[src/rtl/bcp_pkg.sv]
// rtl/bcp_pkg.sv - shared state encoding and default widths for the BCP implication scheduler
//
// Purpose: holds the scheduler FSM state type and the parameter-derived
// default widths used by bcp_implication_scheduler and bcp_unit_selector.
// Ports: none (package).
package bcp_pkg;

  localparam int BCP_NUM_CLAUSES     = 16;
  localparam int BCP_MAX_VARIABLE_ID = 4;
  localparam int BCP_VAR_LEN         = $clog2(BCP_MAX_VARIABLE_ID + 1);
  localparam int BCP_CLAUSE_ID_LEN   = $clog2(BCP_NUM_CLAUSES);

  typedef enum logic [2:0] {
    IDLE      = 3'd0,
    BROADCAST = 3'd1,
    SCAN      = 3'd2,
    CONFLICT  = 3'd3,
    DONE      = 3'd4
  } bcp_state_e;

endpackage

[src/rtl/bcp_unit_selector.sv]
// rtl/bcp_unit_selector.sv - rotating first-set selector over a request vector
//
// Purpose: returns the first set request at or above ptr_i, wrapping past
// N-1 back to 0. With ptr_i tied to zero it is a plain lowest-index picker.
// Ports:
//   req_i         [N-1:0]   request vector (one bit per clause)
//   ptr_i         [IDW-1:0] index where the search starts
//   grant_idx_o   [IDW-1:0] selected index (0 when nothing is requested)
//   grant_valid_o           at least one request is set
module bcp_unit_selector
  import bcp_pkg::*;
#(
  parameter int N   = BCP_NUM_CLAUSES,
  parameter int IDW = BCP_CLAUSE_ID_LEN
) (
  input  logic [N-1:0]   req_i,
  input  logic [IDW-1:0] ptr_i,
  output logic [IDW-1:0] grant_idx_o,
  output logic           grant_valid_o
);

  logic [IDW:0]   sum;
  logic [IDW-1:0] idx;

  always_comb begin
    grant_idx_o   = '0;
    grant_valid_o = 1'b0;
    sum           = '0;
    idx           = '0;
    for (int i = 0; i < N; i++) begin
      // Offset i from the pointer, folded back into 0..N-1.
      sum = {1'b0, ptr_i} + (IDW + 1)'(i);
      if (sum >= (IDW + 1)'(N)) begin
        sum = sum - (IDW + 1)'(N);
      end
      idx = sum[IDW-1:0];
      if (!grant_valid_o && req_i[idx]) begin
        grant_valid_o = 1'b1;
        grant_idx_o   = idx;
      end
    end
  end

endmodule

[src/rtl/bcp_implication_scheduler.sv]
// rtl/bcp_implication_scheduler.sv - BCP decision/implication broadcast scheduler
//
// Purpose: accepts a host decision, broadcasts it to all clause modules,
// then repeatedly scans clause unit/conflict flags, broadcasting one implied
// assignment per scan until quiescence (done), conflict, or runaway (error).
// Optional feature: define BCP_SCHED_ROUND_ROBIN_EN to pick unit clauses
// round-robin from a rotating pointer; otherwise the lowest index wins.
// Ports:
//   clk_i, rst_ni                       clock, async active-low reset
//   decision_valid_i/ready_o            decision handshake
//   decision_variable_id_i/assignment_i decision payload
//   update_assignment_o                 one-cycle broadcast strobe
//   assign_variable_id_o/value_o        broadcast payload
//   clause_unit_i/conflict_i            per-clause flags
//   clause_impl_id_i/impl_assign_i      per-clause implied literal
//   busy_o                              not idle
//   done_o/conflict_o/error_o           completion pulses
//   conflict_clause_id_o                lowest conflicting clause
//   implication_count_o                 implications since last decision
module bcp_implication_scheduler
  import bcp_pkg::*;
#(
  parameter int NUM_CLAUSES           = BCP_NUM_CLAUSES,
  parameter int MAX_VARIABLE_ID       = BCP_MAX_VARIABLE_ID,
  parameter int VARIABLE_ENCODING_LEN = $clog2(MAX_VARIABLE_ID + 1),
  parameter int CLAUSE_ID_LEN         = $clog2(NUM_CLAUSES)
) (
  input  logic                                      clk_i,
  input  logic                                      rst_ni,
  input  logic                                      decision_valid_i,
  output logic                                      decision_ready_o,
  input  logic [VARIABLE_ENCODING_LEN-1:0]          decision_variable_id_i,
  input  logic                                      decision_assignment_i,
  output logic                                      update_assignment_o,
  output logic [VARIABLE_ENCODING_LEN-1:0]          assign_variable_id_o,
  output logic                                      assign_value_o,
  input  logic [NUM_CLAUSES-1:0]                    clause_unit_i,
  input  logic [NUM_CLAUSES-1:0]                    clause_conflict_i,
  input  logic [NUM_CLAUSES*VARIABLE_ENCODING_LEN-1:0] clause_impl_id_i,
  input  logic [NUM_CLAUSES-1:0]                    clause_impl_assign_i,
  output logic                                      busy_o,
  output logic                                      done_o,
  output logic                                      conflict_o,
  output logic                                      error_o,
  output logic [CLAUSE_ID_LEN-1:0]                  conflict_clause_id_o,
  output logic [VARIABLE_ENCODING_LEN:0]            implication_count_o
);

  bcp_state_e                       state_q;
  logic                             ready_q, busy_q, update_q;
  logic                             done_q, conflict_q, error_q;
  logic [VARIABLE_ENCODING_LEN-1:0] id_q;
  logic                             val_q;
  logic [CLAUSE_ID_LEN-1:0]         cid_q;
  logic [VARIABLE_ENCODING_LEN:0]   count_q;

  logic [CLAUSE_ID_LEN-1:0] ptr;
  logic [CLAUSE_ID_LEN-1:0] unit_idx, conf_idx;
  logic                     unit_valid, conf_valid;
  logic                     decision_legal, at_limit, take_unit;

  bcp_unit_selector #(.N(NUM_CLAUSES), .IDW(CLAUSE_ID_LEN)) u_unit_sel (
    .req_i        (clause_unit_i),
    .ptr_i        (ptr),
    .grant_idx_o  (unit_idx),
    .grant_valid_o(unit_valid)
  );

  // Conflicts always report the lowest index, so the search starts at 0.
  bcp_unit_selector #(.N(NUM_CLAUSES), .IDW(CLAUSE_ID_LEN)) u_conf_sel (
    .req_i        (clause_conflict_i),
    .ptr_i        ('0),
    .grant_idx_o  (conf_idx),
    .grant_valid_o(conf_valid)
  );

  assign decision_legal = (decision_variable_id_i != '0) &&
                          (decision_variable_id_i <= VARIABLE_ENCODING_LEN'(MAX_VARIABLE_ID));
  // Every variable can be implied at most once; more means the clause set is looping.
  assign at_limit  = (count_q == (VARIABLE_ENCODING_LEN + 1)'(MAX_VARIABLE_ID));
  assign take_unit = (state_q == SCAN) && !conf_valid && unit_valid && !at_limit;

`ifdef BCP_SCHED_ROUND_ROBIN_EN
  logic [CLAUSE_ID_LEN-1:0] ptr_q, ptr_d;

  always_comb begin
    ptr_d = ptr_q;
    if (take_unit) begin
      ptr_d = (unit_idx == CLAUSE_ID_LEN'(NUM_CLAUSES - 1)) ? '0
                                                            : unit_idx + CLAUSE_ID_LEN'(1);
    end
  end

  always_ff @(posedge clk_i or negedge rst_ni) begin
    if (!rst_ni) begin
      ptr_q <= '0;
    end else begin
      ptr_q <= ptr_d;
    end
  end

  assign ptr = ptr_q;
`else
  assign ptr = '0;
`endif

  // Outputs are registered alongside the state so each pulse lines up with
  // the cycle its state occupies.
  always_ff @(posedge clk_i or negedge rst_ni) begin
    if (!rst_ni) begin
      state_q    <= IDLE;
      ready_q    <= 1'b1;
      busy_q     <= 1'b0;
      update_q   <= 1'b0;
      done_q     <= 1'b0;
      conflict_q <= 1'b0;
      error_q    <= 1'b0;
      id_q       <= '0;
      val_q      <= 1'b0;
      cid_q      <= '0;
      count_q    <= '0;
    end else begin
      update_q   <= 1'b0;
      done_q     <= 1'b0;
      conflict_q <= 1'b0;
      error_q    <= 1'b0;
      case (state_q)
        IDLE: begin
          if (decision_valid_i) begin
            if (decision_legal) begin
              state_q  <= BROADCAST;
              ready_q  <= 1'b0;
              busy_q   <= 1'b1;
              update_q <= 1'b1;
              id_q     <= decision_variable_id_i;
              val_q    <= decision_assignment_i;
              count_q  <= '0;
              cid_q    <= '0;
            end else begin
              error_q <= 1'b1;
            end
          end
        end
        BROADCAST: begin
          state_q <= SCAN;
        end
        SCAN: begin
          if (conf_valid) begin
            state_q    <= CONFLICT;
            conflict_q <= 1'b1;
            cid_q      <= conf_idx;
          end else if (unit_valid) begin
            if (at_limit) begin
              state_q <= IDLE;
              ready_q <= 1'b1;
              busy_q  <= 1'b0;
              error_q <= 1'b1;
            end else begin
              state_q  <= BROADCAST;
              update_q <= 1'b1;
              id_q     <= clause_impl_id_i[int'(unit_idx)*VARIABLE_ENCODING_LEN +: VARIABLE_ENCODING_LEN];
              val_q    <= clause_impl_assign_i[unit_idx];
              count_q  <= count_q + (VARIABLE_ENCODING_LEN + 1)'(1);
            end
          end else begin
            state_q <= DONE;
            done_q  <= 1'b1;
          end
        end
        default: begin
          state_q <= IDLE;
          ready_q <= 1'b1;
          busy_q  <= 1'b0;
        end
      endcase
    end
  end

  assign decision_ready_o     = ready_q;
  assign busy_o               = busy_q;
  assign update_assignment_o  = update_q;
  assign assign_variable_id_o = id_q;
  assign assign_value_o       = val_q;
  assign done_o               = done_q;
  assign conflict_o           = conflict_q;
  assign error_o              = error_q;
  assign conflict_clause_id_o = cid_q;
  assign implication_count_o  = count_q;

endmodule

[config.mk]
export PLATFORM = sky130hd
export DESIGN_NAME = bcp_implication_scheduler
export DESIGN_NICKNAME = d
export VERILOG_FILES = /design/src/rtl/bcp_pkg.sv /design/src/rtl/bcp_unit_selector.sv /design/src/rtl/bcp_implication_scheduler.sv
export SDC_FILE = /design/constraint.sdc
export NUM_CORES = 1
export LEC_CHECK = 0
export CAP_MARGIN = 20
export CELL_PAD_IN_SITES_DETAIL_PLACEMENT = 0
export CELL_PAD_IN_SITES_GLOBAL_PLACEMENT = 2
export CORE_UTILIZATION = 21
export CTS_CLUSTER_SIZE = 25
export DETAILED_ROUTE_END_ITERATION = 7
export PLACE_DENSITY_LB_ADDON = 0.1
export SYNTH_ARGS = -nofsm -noshare
export SYNTH_HDL_FRONTEND = slang
export SYNTH_SLANG_ARGS = --single-unit
[constraint.sdc]
create_clock -name clk_i -period 4.42 [get_ports clk_i]
set_input_delay 0.884 -clock clk_i [delete_from_list [all_inputs] [get_ports clk_i]]
set_output_delay 0.884 -clock clk_i [all_outputs]
set_load 0.03 [all_outputs]
After elaboration in Yosys (flattened, before gate mapping)
Cells that the tools add are included.
- register bits: 21
- bits in latches: 0
- RAM bits: 0
- memory bits (read-only): 0
- input bits: 103
- output and inout bits: 18
- word-level logic and storage cells: 214
- memories: 0
- add/subtract/negate cells: 1
- multipliers: 1
- div/mod/pow operators: 0
- $lt $le $gt $ge: 2
- equality and inequality tests: 10
- shift-type cells: 1
- mux-type cells: 119
- bitwise logic cells: 1
- reduce and logical (&&, ||, !) cells: 68
- operators by type and width (operator ; number):
    two-way mux 4 bit ; 22
    two-way mux 1 bit ; 66
    two-way mux 3 bit ; 17
    indexed part select 48 x 7 -> 3 bit ; 1
    logical AND 1 bit ; 31
    logical NOT 1 bit ; 30
    case mux 4 bit (2 select lines) ; 2
    inequality test 2 bit, second input constant ; 6
    AND reduction 6 bit ; 2
    case mux 3 bit (3 select lines) ; 1
    two-way mux 2 bit ; 4
    multiplier 4 x 2 -> 6 bit, second input constant ; 1
    case mux 1 bit (2 select lines) ; 3
    case mux 1 bit (3 select lines) ; 2
    case mux 3 bit (2 select lines) ; 1
    less-than comparator 4 x 5 -> 1 bit, second input constant ; 1
    adder 4 x 1 -> 4 bit, second input constant ; 1
    binary-select mux 1 bit (select 4 bit) ; 1
    == test 4 x 3 -> 1 bit, second input constant ; 1
    AND reduction 4 bit ; 1
    == test 3 x 1 -> 1 bit, second input constant ; 1
    == test 3 x 2 -> 1 bit, second input constant ; 1
    less-or-equal comparator 3 bit, second input constant ; 1
    logical NOT 3 bit ; 1
    5 further kinds ; 5

Logic depth before layout (Yosys ltp)
Gate-level depths: netlist (run 1).
- depth after elaboration: 52
- gate-level depth with buffers: 9
- mapped depth without buffers: 8

By module
A second synthesis (run 1) with hierarchy kept.
- cell total of the unflattened synthesis: 683
- area, all modules: 6274.8 um2
- by module, submodules not included (module ; instances ; cells an instance ; area an instance (um2)):
    bcp_unit_selector (u_conf_sel) ; 1 ; 280 ; 2472.4
    bcp_unit_selector (u_unit_sel) ; 1 ; 272 ; 2273.4
    bcp_implication_scheduler ; 1 ; 131 ; 1529.0

Worst setup path after synthesis (run 1)
OpenSTA, ideal clock, no wires.
- path type: input-to-reg
- start: input port clause_unit_i[8]
- end: register id_q[2], in the netlist assign_variable_id_o[2]
- library setup time: 138 ps
- data arrival time: 2349 ps
- setup slack: 1933 ps
- cell stages on the path: 8
- buffers on the path: 1
- path through: or4_4 -> o21ai_2 -> nand2_4 -> buf_6 -> mux2i_1 -> mux2i_1 -> a22oi_1 -> a31oi_1
- word-level cells in the longest chain between the ends: 29
- elaborated cells between the ends (all ways): 39
- classes of those cells: 1 x mul; 1 x eq/ne; 1 x shift; 20 x mux; 16 x reduce/logical
- ends and longest elaborated chain (element ; RTL line ; source):
    start: declaration ; bcp_implication_scheduler.sv:37 ; input logic [NUM_CLAUSES-1:0] clause_unit_i,
    logical AND 1 bit (*) ; bcp_unit_selector.sv:37 ; if (!grant_valid_o && req_i[idx]) begin
    two-way mux 1 bit ; bcp_unit_selector.sv:37 ;
    logical NOT 1 bit ; bcp_unit_selector.sv:37 ;
    logical AND 1 bit ; bcp_unit_selector.sv:37 ;
    two-way mux 1 bit ; bcp_unit_selector.sv:37 ;
    logical NOT 1 bit ; bcp_unit_selector.sv:37 ;
    logical AND 1 bit ; bcp_unit_selector.sv:37 ;
    two-way mux 1 bit ; bcp_unit_selector.sv:37 ;
    [... 13 more ...] ; n/a ;
    logical AND 1 bit ; bcp_unit_selector.sv:37 ;
    two-way mux 4 bit ; bcp_unit_selector.sv:37 ;
    multiplier 4 x 2 -> 6 bit ; bcp_implication_scheduler.sv:161 ; id_q <= clause_impl_id_i[int'(unit_idx)*VARIABLE_ENCODING_LEN +: VARIABLE_ENCODING_LEN];
    indexed part select 48 x 7 -> 3 bit ; bcp_implication_scheduler.sv:161 ;
    two-way mux 3 bit ; bcp_implication_scheduler.sv:153 ; if (at_limit) begin
    two-way mux 3 bit ; bcp_implication_scheduler.sv:152 ; end else if (unit_valid) begin
    two-way mux 3 bit ; bcp_implication_scheduler.sv:148 ; if (conf_valid) begin
    case mux 3 bit (2 select lines) ; bcp_implication_scheduler.sv:127 ; case (state_q)
    end signal: assignment ; bcp_implication_scheduler.sv:135 ; id_q <= decision_variable_id_i;
    end signal: assignment ; bcp_implication_scheduler.sv:161 ;
    end: declaration ; bcp_implication_scheduler.sv:52 ; logic [VARIABLE_ENCODING_LEN-1:0] id_q;
Mark *: on every way between the ends. The rest lies on a longest branch, timed or not. The select of a mux whose other input is x is not followed.
A chain may end at the register's enable or synchronous reset.

Final worst setup path (run 1)
- start: input port clause_unit_i[4]
- end: register val_q, in the netlist assign_value_o
- word-level cells in the longest chain between the ends: 41
- elaborated cells between the ends (all ways): 55
- classes of those cells: 1 x eq/ne; 30 x mux; 24 x reduce/logical
- ends and longest elaborated chain (element ; RTL line ; source):
    logical AND 1 bit (*) ; bcp_unit_selector.sv:37 ;
    two-way mux 1 bit ; bcp_unit_selector.sv:37 ;
    logical NOT 1 bit ; bcp_unit_selector.sv:37 ;
    logical AND 1 bit ; bcp_unit_selector.sv:37 ;
    two-way mux 1 bit ; bcp_unit_selector.sv:37 ;
    logical NOT 1 bit ; bcp_unit_selector.sv:37 ;
    logical AND 1 bit ; bcp_unit_selector.sv:37 ;
    two-way mux 1 bit ; bcp_unit_selector.sv:37 ;
    [... 25 more ...] ; n/a ;
    logical AND 1 bit ; bcp_unit_selector.sv:37 ;
    two-way mux 4 bit ; bcp_unit_selector.sv:37 ;
    binary-select mux 1 bit (select 4 bit) ; bcp_implication_scheduler.sv:162 ; val_q <= clause_impl_assign_i[unit_idx];
    two-way mux 1 bit (not written as such) ; bcp_implication_scheduler.sv:162 ;
    two-way mux 1 bit ; bcp_implication_scheduler.sv:153 ;
    two-way mux 1 bit ; bcp_implication_scheduler.sv:152 ;
    two-way mux 1 bit ; bcp_implication_scheduler.sv:148 ;
    case mux 1 bit (2 select lines) ; bcp_implication_scheduler.sv:127 ;
    end signal: assignment ; bcp_implication_scheduler.sv:136 ; val_q <= decision_assignment_i;
    end signal: assignment ; bcp_implication_scheduler.sv:162 ;
    end: declaration ; bcp_implication_scheduler.sv:53 ; logic val_q;
Marks and branches as above.

==> impl_metrics.json, run 1 <==
{
  "cts_made_buffers": 3,
  "avgSynthCellArea_um2": 9.00,
  "intPower_w": 0.000596,
  "hold-path-cell-count": 2,
  "avgRoutedWirePerCell_um": 14.3,
  "grt_first_pass_wirelength_um": 10500,
  "num_vias": 2065,
  "status": "complete, but fails checks",
  "holdPathEnd": "decision_ready_o$_DFFE_PN1P_",
  "clockPowerShare_pct": 12.8,
  "dp_hpwl_um": 5480,
  "max_slew_margin_pct": 36.2,
  "slowest_delay_ns": 0.59,
  "routed_via_density": 4.64,
  "crit_fanout": 9,
  "hold_start": "decision_ready_o$_DFFE_PN1P_",
  "synth_common_cells": "mux2i_1, dfrtp_1, nor2_1",
  "ctsResizeCount": 0,
  "multiInputGateArea_mm2": 0.00134,
  "syn_inst": 216,
  "wl_met2_um": 3180,
  "cp-end-kind": "register",
  "yosysTopAreaCellShare_pct": 25.7,
  "comb_power_share_pct": 56.2,
  "place_congestion": 0.766,
  "rsz0062_at_grt": "no",
  "cts_tree": "built",
  "route.detailed.drc": 4,
  "cpMaxStageDelayCell": "a41o_1",
  "worst_r2r_startpoint": "state_q[0]$_DFFE_PN0P_",
  "finalHoldViolCount": 0,
  "yosysMostFrequentCell": "mux2i_1",
  "htreeDepth": 1,
  "syn_nets": 321,
  "fin_nets": 443,
  "chipWidth_um": 98.2,
  "drt_iter0_drc": 86,
  "finalSetupViolCount": 0,
  "synth_area_leaders": "dfrtp_1, mux2i_1, a22oi_1, nor2_1, a21oi_1",
  "wl_met3_um": 259,
  "detail-route-antenna-nets": 0,
  "dpl-instance-area_mm2": 0.00325,
  "final_core_util_pct": 37.4,
  "fmax_ghz": 0.322,
  "port-buffer-count": 120,
  "worst-slew-pin-transition_ns": 0.955,
  "wl_um": 6380,
  "fp-row-count": 34,
  "antenna_found_initial": 0,
  "skew_ns": 0.00156,
  "drive_above_1_share_pct": 5.64,
  "postCtsSetupRepairBufs": 0,
  "r2r_cells": 4,
  "violations": "DRC",
  "path_cells": "clkdlybuf4s50_1 -> nor4_2 -> a41o_1 -> buf_4 -> mux2i_1 -> a22oi_1 -> a31oi_1",
  "met1_length_um": 2870,
  "clockBufferDepth": 2,
  "cts.sinks": 21,
  "first_global_vias": 2192,
  "antenna_cells": 0,
  "drv_cap": 0,
  "cts_root_buf": "clkbuf_8",
  "io-pin-count": 121,
  "clk_pin_slew_worst_paths_ns": 0.08,
  "core_area_mm2": 0.00885,
  "rrSetupSlack_ns": 2.21,
  "grt.overflow.total": 0,
  "dr.max_layer_used": "met4",
  "fin_setup_tns_ns": 0,
  "startpoint_type": "primary input",
  "power.switching_w": 0.000386,
  "seqPwrFrac_pct": 31.0,
  "dieArea_mm2": 0.00965,
  "holdBufCountCts": 0,
  "path_buf_inv": 2,
  "finalCriticalPeriod_ns": 3.10,
  "start_util_pct": 22.0,
  "slew_viol_final": 0,
  "synth_warnings": 0,
  "synth.distinct_cells": 53,
  "grt_max_degree": 22,
  "netlist_area_mm2": 0.00194,
  "p_leak_nw": 1.32,
  "crit_type": "in2reg",
  "powerDensity_mw_per_mm2": 297,
  "swShare_pct": 39.3,
  "clock_latency_ns": 0.26,
  "hp-class": "reg2reg",
  "fin_crit_sh_pct": 70.2,
  "final_area_mm2": 0.00331,
  "ys_ff_latch": 21,
  "power.total_w": 0.000982,
  "required_ns": 4.61,
  "synth_ff_type": "dfrtp_1",
  "seqCellArea_um2": 527,
  "synth_edf_count": 0,
  "reg2reg_to": "implication_count_o[0]$_DFFE_PN0P_",
  "die_h_um": 98.2,
  "ir_drop_mv": 0.120,
  "arrival_ns": 3.29,
  "seq_area_frac_synth_pct": 27.1,
  "dr.pass1.iters": 6,
  "fillers": 945,
  "async_flop_share_pct": 100,
  "grt_use_total_pct": 13.6,
  "synthToLayoutAreaGrowth_pct": 70.1,
  "path_delay_family": "compound AO/OA/AOI/OAI gates",
  "yosysTopAreaCell": "dfrtp_1"
}
-- registers in the layout (all words and copies together), names as in the netlist, 3 cells and up --
register              cells
implication_count_o       4
state_q                   3
assign_variable_id_o      3
conflict_clause_id_o      4
-- area by class of cell --
cell class	instances	area share [%]
multi-input combinational	180	40.4
timing repair buffer	123	37.2
sequential	21	15.9
tap	108	4.08
clock buffer	4	1.36
inverter	9	1.02
-- worst max path at each step --
stage                                start                                  end  slack, ns  cells past startpoint
after floorplan           clause_unit_i[8]  assign_variable_id_o[2]$_DFFE_PN0P_       1.93                      8
final                     clause_unit_i[4]           assign_value_o$_DFFE_PN0P_       1.32                      7
after global routing      clause_unit_i[4]  assign_variable_id_o[0]$_DFFE_PN0P_       1.09                      7
after CTS                 clause_unit_i[4]  assign_variable_id_o[1]$_DFFE_PN0P_       1.30                      7
after global placement    clause_unit_i[4]  assign_variable_id_o[2]$_DFFE_PN0P_       1.06                      7
after detailed placement  clause_unit_i[4]  assign_variable_id_o[1]$_DFFE_PN0P_       1.01                      7
-- through the flow --
step | setup slack, ns | cells | hold WS (ns)
after CTS | 1.30 | 444 | 0.466
final | 1.32 | 445 | 0.462
after detailed placement | 1.01 | 440 | 0.453
after global routing | 1.09 | 445 | 0.480
after floorplan | 1.93 | 216 | 0.456
after global placement | 1.06 | 440 | 0.452
-- kinds of logic after synthesis --
group | share of synthesized area, %
mux | 25.3
fa+ha+maj | 1.29
buf+inv | 4.31
xor+xnor | 0.901
simple gates | 23.1
compound gates | 18.0
flops | 27.1
-- metal layers --
metal / vias to the layer above / track usage, %
met3: 4 / 1.36
met5: - / 0
met4: 0 / 3.44
met2: 57 / 24.8
li1: 1065 / -
met1: 939 / 17.0
-- cells in the final DEF (no fill, tap or decap), types with 3 or more instances in the layout --
master           synthesis  layout
clkbuf_8                 0       3
dfrtp_1                 20      20
a21oi_1                  9       9
o21ai_1                  5       5
nor2_1                  18      18
nor4_1                   3       3
o21ai_0                  6       6
a22oi_1                  9       9
or3_1                    5       5
clkdlybuf4s50_1          0     120
inv_1                    9       9
nor3_1                   6       6
nand2b_1                 3       3
nand3b_1                 3       3
mux2i_1                 48      48
nand2_1                 12      12
nand3_1                  6       6
a31oi_1                  6       6
-- power by group through the flow --
stage | Sequential (W) | Combinational (W) | Clock (W)
2_1_floorplan | 0.000413 | 0.000186 | 0
3_5_place_dp | 0.000310 | 0.000557 | 0
6_report | 0.000304 | 0.000552 | 0.000126
4_1_cts | 0.000306 | 0.000558 | 0.000132
5_1_grt | 0.000316 | 0.000602 | 0.000137
3_3_place_gp | 0.000310 | 0.000556 | 0
-- worst reg2reg max path: stages (launching register included) --
cell and delay (ns):
dfrtp_1 0.44, nor3b_1 0.81, nand2_1 0.25, nor3_2 0.43, mux2_2 0.22
Note: power is estimated with default switching activity, not from simulation.
==> inputs of run 2 (changes only) <==
--- a/config.mk
+++ b/config.mk
@@ -8,7 +8,7 @@
 export CAP_MARGIN = 20
 export CELL_PAD_IN_SITES_DETAIL_PLACEMENT = 0
 export CELL_PAD_IN_SITES_GLOBAL_PLACEMENT = 2
-export CORE_UTILIZATION = 21
+export CORE_UTILIZATION = 20
 export CTS_CLUSTER_SIZE = 25
 export DETAILED_ROUTE_END_ITERATION = 7
 export PLACE_DENSITY_LB_ADDON = 0.1
==> constraint.sdc (replaced) <==
create_clock -name clk_i -period 3.1 [get_ports clk_i]
set_input_delay 0.62 -clock clk_i [delete_from_list [all_inputs] [get_ports clk_i]]
set_output_delay 0.62 -clock clk_i [all_outputs]
set_load 0.03 [all_outputs]
==> impl_metrics.json, run 2 (same netlist as run 1, synthesis figures left out) <==
{
  "grt_max_degree": 22,
  "synthToLayoutAreaGrowth_pct": 74.8,
  "clock_latency_ns": 0.26,
  "max_slew_margin_pct": 65.6,
  "crit_type": "in2reg",
  "arrival_ns": 2.86,
  "drv_cap": 0,
  "finalSetupViolCount": 0,
  "comb_power_share_pct": 57.0,
  "antenna_found_initial": 0,
  "holdBufCountCts": 0,
  "routed_via_density": 4.39,
  "postCtsSetupRepairBufs": 0,
  "path_buf_inv": 1,
  "critical_path.startpoint": "clause_conflict_i[1]",
  "fillers": 979,
  "layout_commonest_cell": "clkdlybuf4s50_1",
  "path_cells": "clkdlybuf4s50_1 -> nor4_4 -> nand3_1 -> nor3_1 -> a21oi_2 -> or3_1 -> a21oi_1",
  "status": "completed",
  "die_h_um": 101,
  "avgRoutedWirePerCell_um": 13.5,
  "worst_r2r_startpoint": "state_q[0]$_DFFE_PN0P_",
  "drive_above_1_share_pct": 7.58,
  "dp_slack_ns": 0.124,
  "seqPwrFrac_pct": 30.3,
  "wl_um": 6380,
  "num_vias": 2071,
  "grt_first_pass_wirelength_um": 10500,
  "dr.pass1.iters": 4,
  "detail-route-antenna-nets": 0,
  "fin_nets": 449,
  "cts_tree": "built",
  "skew_ns": 0.00411,
  "path_delay_family": "simple AND/OR/NAND/NOR gates",
  "fmax_ghz": 0.375,
  "cts_made_buffers": 3,
  "port-buffer-count": 120,
  "required_ns": 3.29,
  "powerDensity_mw_per_mm2": 417,
  "slowest_delay_ns": 0.49,
  "drt_iter0_drc": 25,
  "rrSetupSlack_ns": 1.22,
  "startpoint_type": "primary input",
  "final_cells": 472,
  "rsz0062_at_grt": "no",
  "core_area_mm2": 0.00933,
  "clockBufferDepth": 2,
  "layout_common_cells": "clkdlybuf4s50_1, mux2i_1, dfrtp_1",
  "intPower_w": 0.000861,
  "hold-path-cell-count": 2,
  "chipWidth_um": 101,
  "fp-row-count": 35,
  "swShare_pct": 39.2,
  "ir_drop_mv": 0.152,
  "clk_pin_slew_worst_paths_ns": 0.08,
  "fin_setup_tns_ns": 0,
  "setup_ws_ns": 0.433,
  "ctsResizeCount": 0,
  "io-pin-count": 121,
  "dp_cells": 468,
  "route.detailed.drc": 0,
  "htreeDepth": 1,
  "reg2reg_to": "implication_count_o[0]$_DFFE_PN0P_",
  "start_util_pct": 20.8,
  "r2r_cells": 5,
  "cpMaxStageDelayCell": "nor3_1",
  "finalHoldViolCount": 0,
  "finalCriticalPeriod_ns": 2.67,
  "first_global_vias": 2160,
  "holdPathEnd": "decision_ready_o$_DFFE_PN1P_",
  "grt_use_total_pct": 13.1,
  "p_leak_nw": 1.36,
  "worst-slew-pin-transition_ns": 0.514,
  "place_congestion": 0.738,
  "power.switching_w": 0.000556,
  "grt.overflow.total": 0,
  "cts_root_buf": "clkbuf_8",
  "dp_hpwl_um": 5530,
  "dieArea_mm2": 0.0101,
  "fin_crit_sh_pct": 86.0,
  "slew_viol_final": 0,
  "crit_fanout": 5,
  "cp-end-kind": "register",
  "cts.sinks": 21,
  "clockPowerShare_pct": 12.7,
  "antenna_cells": 0,
  "hp-class": "reg2reg",
  "hold_start": "decision_ready_o$_DFFE_PN1P_"
}
## run 2: cell count changes in the layout (fill, tap and decap cells not counted), sizes merged
cell | before | now
clkinv | 0 | 1
buf | 3 | 9
clkbuf | 4 | 3
## run 2: layout make-up
cell class / instances / area, um2 / share of cell area [%]
clock buffers: 3 / 41.3 / 1.22
repair buffers: 129 / 1290 / 38.1
clock inverters: 1 / 5.00 / 0.147
multi-input cells: 180 / 1340 / 39.3
inverters: 9 / 33.8 / 0.994
well taps: 129 / 161 / 4.75
flip-flops and latches: 21 / 527 / 15.5
## run 2: worst register-to-register path, cell delays in order (launching register included)
cell and delay, ns:
dfrtp_1 0.43, nor3b_1 0.48, buf_4 0.23, nand2_1 0.10, nor3_2 0.36, mux2_2 0.22
## run 2: stage by stage
step,utilization (%),cell area [um2],power (W),hold WS [ns]
after floorplan,-,1940,0.000854,0.324
after global placement,35.9,3350,0.00126,0.450
after detailed placement,35.9,3350,0.00126,0.453
after CTS,36.4,3400,0.00144,0.466
after global routing,36.4,3400,0.00153,0.478
final,36.4,3400,0.00142,0.459
## run 2: power groups by stage
stage               combinational [W]  clock [W]  sequential [W]
floorplan                    0.000265          0        0.000588
global placement             0.000821          0        0.000438
detailed placement           0.000819          0        0.000438
CTS                          0.000822   0.000190        0.000432
global route                 0.000880   0.000206        0.000445
finish                       0.000808   0.000179        0.000430
## run 2: how the worst max path moves through the flow
stage	endpoint	slack, ns	depth (start not counted)
finish	implication_count_o[3]$_DFFE_PN0P_	0.43	7
global route	assign_value_o$_DFFE_PN0P_	0.19	7
CTS	implication_count_o[0]$_DFFE_PN0P_	0.41	7
detailed placement	implication_count_o[0]$_DFFE_PN0P_	0.12	7
global placement	assign_variable_id_o[2]$_DFFE_PN0P_	0.13	8
floorplan	assign_variable_id_o[2]$_DFFE_PN0P_	0.88	8
## run 2: routing by layer
metal	routed length, um	track usage [%]
met5	0	0
met4	53	3.34
met3	259	1.32
met2	3060	22.2
met1	3010	17.7
